--- config.mk ---
export PLATFORM = sky130hd
export DESIGN_NAME = mb_tx_flit_sched
export DESIGN_NICKNAME = d
export VERILOG_FILES = /design/src/rtl/mb_tx_flit_sched.sv
export SDC_FILE = /design/constraint.sdc
export NUM_CORES = 2
export LEC_CHECK = 0
export CAP_MARGIN = 20
export CELL_PAD_IN_SITES_DETAIL_PLACEMENT = 1
export CELL_PAD_IN_SITES_GLOBAL_PLACEMENT = 1
export CORE_AREA = 2 2 418 420
export DETAILED_ROUTE_END_ITERATION = 12
export DIE_AREA = 0 0 420 422
export DONT_BUFFER_PORTS = 1
export PLACE_DENSITY_LB_ADDON = 0.08
export REMOVE_ABC_BUFFERS = 1
export SLEW_MARGIN = 5
export SYNTH_ARGS = -nofsm -noshare
export SYNTH_HDL_FRONTEND = slang
export SYNTH_SLANG_ARGS = --single-unit
--- constraint.sdc ---
create_clock -name clk -period 7.3 [get_ports clk]
set_input_delay 0.365 -clock clk [delete_from_list [all_inputs] [get_ports clk]]
set_output_delay 0.365 -clock clk [all_outputs]
set_load 0.005 [all_outputs]
--- src/rtl/mb_tx_flit_sched.sv ---
// mb_tx_flit_sched: round-robin scheduler for two requesters that serializes
// 512-bit flits onto a 16-lane mainband, 4 bursts of 8 UI per flit.
module mb_tx_flit_sched #(
    parameter int GAP_CYCLES = 0
) (
    input  logic         clk,
    input  logic         reset,
    input  logic         req0_valid_i,
    input  logic [511:0] req0_data_i,
    output logic         req0_ready_o,
    input  logic         req1_valid_i,
    input  logic [511:0] req1_data_i,
    output logic         req1_ready_o,
    output logic         valid_o,
    output logic [15:0]  data_o,
    output logic         busy_o,
    output logic [1:0]   grant_o,
    output logic [15:0]  flits_sent_o
);
    typedef enum logic [1:0] {IDLE, SEND, GAP} state_e;
    localparam logic [3:0] GAP_LAST = 4'(GAP_CYCLES - 1);
    state_e       state_q, state_d;
    logic [4:0]   ui_cnt_q, ui_cnt_d;
    logic [3:0]   gap_cnt_q, gap_cnt_d;
    logic         last_grant_q, last_grant_d;
    logic [511:0] flit_q, flit_d;
    logic [15:0]  flits_sent_q, flits_sent_d;
    logic         valid_q, valid_d, busy_q, busy_d;
    logic [15:0]  data_q, data_d;
    logic [1:0]   grant_q, grant_d;
    logic         can_accept, xfer, win;
    always_ff @(posedge clk) begin
        if (reset) begin
            state_q      <= IDLE;
            ui_cnt_q     <= '0;
            gap_cnt_q    <= '0;
            last_grant_q <= 1'b1;
            flits_sent_q <= '0;
            valid_q      <= 1'b0;
            data_q       <= '0;
            busy_q       <= 1'b0;
            grant_q      <= '0;
        end else begin
            state_q      <= state_d;
            ui_cnt_q     <= ui_cnt_d;
            gap_cnt_q    <= gap_cnt_d;
            last_grant_q <= last_grant_d;
            flits_sent_q <= flits_sent_d;
            valid_q      <= valid_d;
            data_q       <= data_d;
            busy_q       <= busy_d;
            grant_q      <= grant_d;
        end
    end
    always_ff @(posedge clk) flit_q <= flit_d;
    always_comb begin
        can_accept   = state_q == IDLE || (state_q == SEND && ui_cnt_q == 5'd31 && GAP_CYCLES == 0);
        req0_ready_o = can_accept && req0_valid_i && (!req1_valid_i || last_grant_q);
        req1_ready_o = can_accept && req1_valid_i && (!req0_valid_i || !last_grant_q);
        xfer         = req0_ready_o || req1_ready_o;
        win          = req1_ready_o;
        last_grant_d = xfer ? win : last_grant_q;
        flit_d       = xfer ? (win ? req1_data_i : req0_data_i) : flit_q;
        ui_cnt_d     = xfer ? 5'd0 : (state_q == SEND ? ui_cnt_q + 5'd1 : ui_cnt_q);
        gap_cnt_d    = state_q == GAP ? gap_cnt_q + 4'd1 : 4'd0;
        flits_sent_d = flits_sent_q + 16'(state_q == SEND && ui_cnt_q == 5'd31);
        case (state_q)
            IDLE:    state_d = xfer ? SEND : IDLE;
            SEND:    state_d = ui_cnt_q != 5'd31 ? SEND : GAP_CYCLES > 0 ? GAP : xfer ? SEND : IDLE;
            GAP:     state_d = gap_cnt_q == GAP_LAST ? IDLE : GAP;
            default: state_d = IDLE;
        endcase
    end
    // Lane values are computed from next-state so the registered outputs show UI 0 right after transfer
    always_comb begin
        valid_d = state_d == SEND && !ui_cnt_d[2];
        busy_d  = state_d != IDLE;
        grant_d = state_d != SEND ? 2'b00 : xfer ? (win ? 2'b10 : 2'b01) : grant_q;
        data_d  = '0;
        for (int j = 0; j < 16; j++)
            data_d[j] = state_d == SEND && flit_d[{ui_cnt_d[4:3], 4'(j), ui_cnt_d[2:0]}];
    end
    assign valid_o      = valid_q;
    assign data_o       = data_q;
    assign busy_o       = busy_q;
    assign grant_o      = grant_q;
    assign flits_sent_o = flits_sent_q;
endmodule

---- Word level (Yosys, flattened, before mapping) ----
Index checks and enable logic that the tools add are counted.
cells by class
  mux-type cells .......................... 41
  reduce and logical (&&, ||, !) cells .... 34
  add/subtract/negate cells ............... 3
  eq/ne operators ......................... 7
  bitwise operators ....................... 1
  magnitude comparators ................... 16
operator list
  operator                                              count
  2-to-1 mux 512 bit                                    2
  < comparator 9 x 10 -> 1 bit (second input constant)  16
  binary-select mux 1 bit (select 5 bit)                16
  logical AND 1 bit                                     22
  2-to-1 mux 1 bit                                      18
  adder 16 x 1 -> 16 bit                                1
  2-to-1 mux 5 bit                                      2
  case mux 2 bit (3 select lines)                       1
  adder 5 x 1 -> 5 bit (second input constant)          1
  equality test 5 bit (second input constant)           1
  != test 5 bit (second input constant)                 1
  adder 4 x 1 -> 4 bit (second input constant)          1
  equality test 2 x 1 -> 1 bit (second input constant)  2
  equality test 4 bit (second input constant)           1
  zero test 1 bit                                       4
  logical OR 1 bit                                      4
  2-to-1 mux 2 bit                                      2
  OR reduction 2 bit                                    2
  equality test 2 bit (second input constant)           1
  zero test 2 bit                                       1
  != test 2 x 1 -> 1 bit (second input constant)        1
  nonzero test 2 bit                                    1
  inverter 1 bit                                        1
word-level totals
  output and inout port bits .............. 38
  input port bits ......................... 1028
  word-level logic and storage cells ...... 112
  register bits ........................... 560

---- Longest topological paths before layout ----
  depth after elaboration ................. 11
  mapped depth ............................ 14
  mapped depth without buffers ............ 11

---- Least setup slack after synthesis ----
Ideal clock, no wire load.
  kind .................................... register to register
  start ................................... register ui_cnt_q[0]
  end ..................................... register data_q[14] (netlist: data_o[14])
  cell stages (with the launch flop) ...... 15
  path buffers ............................ 4
  period minus slack after synthesis ...... 2864 ps
  data arrival time ....................... 2748 ps
  setup time .............................. 116 ps
  setup slack ............................. 4436 ps
  required time ........................... 7184 ps
  path through ............................ dfxtp_1 -> ha_1 -> and3_1 -> ha_1 -> and2b_1 -> or3_1 -> clkbuf_1 -> buf_2 -> buf_2 -> buf_2 -> nand3_1 -> o311ai_0 -> a32oi_1 -> o2111ai_1 -> a31o_2
on the way
  word-level cells in the longest chain between the ends .. 11
  elaborated cells between the ends (all ways) .. 21
  classes of those cells .................. 1 x add/sub; 3 x eq/ne; 9 x mux; 8 x reduce/logical
ends and longest elaborated chain
  what                                                           line  RTL
  from (decl)                                                    23    logic [4:0] ui_cnt_q, ui_cnt_d;
  from (signal assigned)                                         45    ui_cnt_q <= ui_cnt_d;
  branches (longest 10 deep; another with adder 5 x 1 -> 5 bit)  -
  logical AND 1 bit *                                            81    data_d[j] = state_d == SEND && flit_d[{ui_cnt_d[4:3], 4'(j), ui_cnt_d[2:0]}];
  to (signal assigned)                                           50    data_q <= data_d;
  to (decl)                                                      29    logic [15:0] data_q, data_d;
Mark *: on every way between the ends. The select of a mux whose other input is x is not followed.
A chain may end at the register's enable or synchronous reset.

---- Worst setup path in the final report ----
  start ................................... register ui_cnt_q[0]
  end ..................................... register data_q[3] (netlist: data_o[3])
Same word-level chain as after synthesis.

==> run_results.csv <==
group,metric,value,unit
sta,hold_viol_final,0,
detailed_routing,wl,183500,um
grt,antenna_found_initial,56,
setup_path,cp-end-kind,"flop",
synth,synth-compound-area-share,25.56,%
grt,grtUsageTotal,19.96,%
power_and_ir_drop,share_clk_of_total_power,38.7,%
min_path,hp-class,"in2reg",
synth,ys_warn_count,0,
power_and_ir_drop,p_leak,16.97,nW
power_and_ir_drop,pwr-share-seq,35.7,%
sta,worst_pin_slew,1060,ps
grt,overflow,0,
detailed_routing,vias_per_cell,4.535,
die,ios,1066,
clock_tree,post-cts-setup-buffer-count,0,
die,initial_core_util,15.74,%
setup_path,cp_slowest_cell,"a41oi_1",
detailed_routing,dr_wl_met3,6881,um
sta,fmax,206.6,MHz
sta,fin_crit_sh,66.30,%
sta,period_needed,4840,ps
die,chipHeight,422,um
sta,setup-tns-final,0,ps
synth,synth_fa_ha_area_share,0.2299,%
sta,finalClockSkew,33.30,ps
die,die_w,420,um
power_and_ir_drop,p_total,10.97,mW
clock_tree,clk_pin_slew_worst_paths,60,ps
detailed_routing,drt_iter0_markers,1547,
die,coreArea,172900,um2
synth,synth_area_per_cell,7.074,um2
setup_path,critical_path.cell_chain,"ha_1 -> and3_1 -> ha_1 -> and2b_1 -> nor3_4 -> buf_12 -> buf_4 -> nor2_1 -> a311oi_1 -> o211ai_1 -> a41oi_1 -> o31a_1",
grt,grt_max_degree,181,
setup_path,crit_family,"compound AO/OA/AOI/OAI gates",
synth,ys_seq_elements,560,
synth,synth-xor-area-share,0.6071,%
synth,syn_area,27210,um2
detailed_routing,routed-wl-met2,94670,um
setup_path,worstSetupPathType,"reg2reg",
power_and_ir_drop,p_comb_share,25.6,%
detailed_routing,wl_met1,76530,um
synth,yosys.area_share.simple,26.57,%
setup_path,crit_buf_inv,2,
power_and_ir_drop,p_int,7.493,mW
placement,port_buffers,0,
cells_and_area,final_core_util,24.51,%
detailed_routing,drc,0,
job,maxCapViolations,0,
clock_tree,clkSinkCount,560,
setup_path,crit_path_max_incr_delay,870,ps
synth,muxShareOfSynthArea,0.3081,%
sta,setup_viol,0,
clock_tree,h-tree-depth,3,
cells_and_area,fin_nets,5680,
placement,gp_congestion,0.8135,
run_status,outcome,"finished clean",
synth,synth_cells,3846,
clock_tree,tritoncts,"done",
power_and_ir_drop,power.density,259.0,nW/um2
detailed_routing,drtPass1Iterations,5,
cells_and_area,n_fill_cell,20620,
setup_path,arrival,5470,ps
synth,synth_cell_types,68,
placement,dp_hpwl,127900,um
sta,slew_violations,0,
detailed_routing,via_count,32050,
power_and_ir_drop,switching_share,31.70,%
synth,synth-async-reset-ratio,0,%
synth,seq_area_frac_synth,41.21,%
sta,rsz0062_at_grt,"no",
synth,synth_ff_type,"dfxtp_1",
die,rows,153,
die,die_area,177200,um2
detailed_routing,wire_per_inst,25.96,um
detailed_routing,ant_nets,0,
power_and_ir_drop,p_switching,3.478,mW
detailed_routing,top_layer,"met5",
synth,synth_top_family_by_area,"simple AND/OR/NAND/NOR gates",
clock_tree,cts_root_buf,"clkbuf_16",
grt,grt_pass1_wl,257300,um
setup_path,crit_top_cell,"ha_1",
setup_path,crit_path_max_fanout,166,
cells_and_area,syn_to_final_growth,55.70,%
sta,max-slew-margin-rel,27.32,%
setup_path,cp-start-kind,"flop",
cells_and_area,drive_gt1_share,4.735,%
power_and_ir_drop,vdd_drop_max,0.0001458,V
synth,synth_enable_flop_cells,0,
grt,grt_pass1_vias,34700,
clock_tree,cts_buffers,84,
clock_tree,clkLatencyLatePin,700,ps
setup_path,required,7930,ps
clock_tree,cts_buffer_depth,3,
[worst register-to-register path, stage by stage (launching register included)]
cell and delay [ps]:
dfxtp_1 520, ha_1 240, and3_1 170, ha_1 180, and2b_1 300, nor3_4 390
buf_12 500, buf_4 730, nor2_1 160, a311oi_1 320, o211ai_1 140, a41oi_1 870
o31a_1 280
[power by group through the flow]
| stage | registers [mW] | logic, mW | clock network (mW) |
|---|---|---|---|
| 4_1_cts | 3.93 | 2.83 | 4.42 |
| 6_report | 3.92 | 2.81 | 4.24 |
| 2_1_floorplan | 3.86 | 1.87 | 0 |
| 5_1_grt | 3.98 | 3.10 | 4.52 |
| 3_3_place_gp | 4.00 | 1.91 | 0 |
| 3_5_place_dp | 3.99 | 1.91 | 0 |
[sequential cells by signal, indices dropped and copies added (netlist names)]
register and cells:
gap_cnt_q 4, grant_o 2, data_o 16, ui_cnt_q 5, flits_sent_o 16, last_grant_q 1
valid_o 1, flit_q 512, busy_o 1, state_q 2
[cells in the final DEF (no fill, tap or decap), types with 43 or more instances in the layout]
| cell | n |
|---|---|
| nand2_1 | 1012 |
| dlygate4sd3_1 | 1000 |
| nor2_1 | 569 |
| dfxtp_1 | 560 |
| a31oi_1 | 381 |
| a21oi_1 | 339 |
| a21o_1 | 93 |
| nand3_1 | 89 |
| clkbuf_16 | 86 |
| and3_1 | 61 |
| buf_4 | 50 |
| o21ai_0 | 49 |
| nor3_1 | 43 |
[cells by family (layout without fill, tap and decap cells)]
logic type | after synthesis | count (layout)
and+or+nand+nor | 1809 | 1809
AOI/OAI and AO/OA | 1089 | 1089
DFF | 560 | 560
buffers and inverters | 357 | 1221
xor gates and xnor gates | 18 | 18
muxes | 8 | 8
adders and majority gates | 5 | 5
other | 0 | 33
[cell usage after synthesis (all sizes together), types with 14 or more instances]
cell type	count	area, um2
dfxtp	560	11210
nor2	573	2156
a31oi	381	2384
o311ai	31	271.5
and3	61	381.6
a221oi	31	271.5
o211ai	31	237.7
a311oi	33	289.0
buf	157	748.2
o21ai	50	250.2
nand3	89	445.4
nand2	1014	3809
nor3	47	256.5
a41oi	14	130.1
a211oi	28	210.2
a21o	93	698.2
clkbuf	195	734.5
a32oi	15	131.4
a21oi	339	1697
[final cells by class]
type | count | area, um2 | share of cell area, %
antenna | 33 | 82.58 | 0.1949
clock buffer | 128 | 2470 | 5.831
clock inverter | 21 | 301.5 | 0.7118
inverter | 5 | 26.28 | 0.06203
multi-input combinational | 2929 | 14640 | 34.55
sequential | 560 | 11210 | 26.47
tap | 2325 | 2909 | 6.867
timing repair buffer | 1067 | 10730 | 25.32
[routing by layer]
metal  track usage [%]  vias to the layer above
li1                  -                    15070
met1             23.60                    15970
met2             36.52                      750
met3             3.134                      245
met4             6.025                       16
met5                 0                        -
[metrics by stage]
stage / hold WS, ps / setup slack (ps) / cells / instance area, um2
floorplan: 417.9 / -65150 / 3494 / 25720
global placement: 435.9 / 2406 / 5885 / 29480
detailed placement: 440.5 / 2322 / 5885 / 29480
CTS: 0.1105 / 2269 / 7035 / 42280
global route: 26.78 / 2098 / 7060 / 42340
finish: 49.77 / 2460 / 7068 / 42360
[timing repair]
| item | CTS | global route |
|---|---|---|
| gates resized for setup | 0 | 0 |
| hold endpoints to repair | 538 | 0 |
| hold buffers | 1001 | 0 |
[final timing paths]
kind / startpoint / endpoint / slack, ps / cells after the start
hold / removal: req1_data_i[437] / flit_q[437] / 50 / 2
setup / recovery: ui_cnt_q[0] / data_o[3] / 2460 / 12
setup reg to reg: ui_cnt_q[0] / data_o[3] / 2460 / 12
hold reg to reg: flit_q[268] / flit_q[268] / 450 / 2
Note: power is estimated with default switching activity, not from simulation.
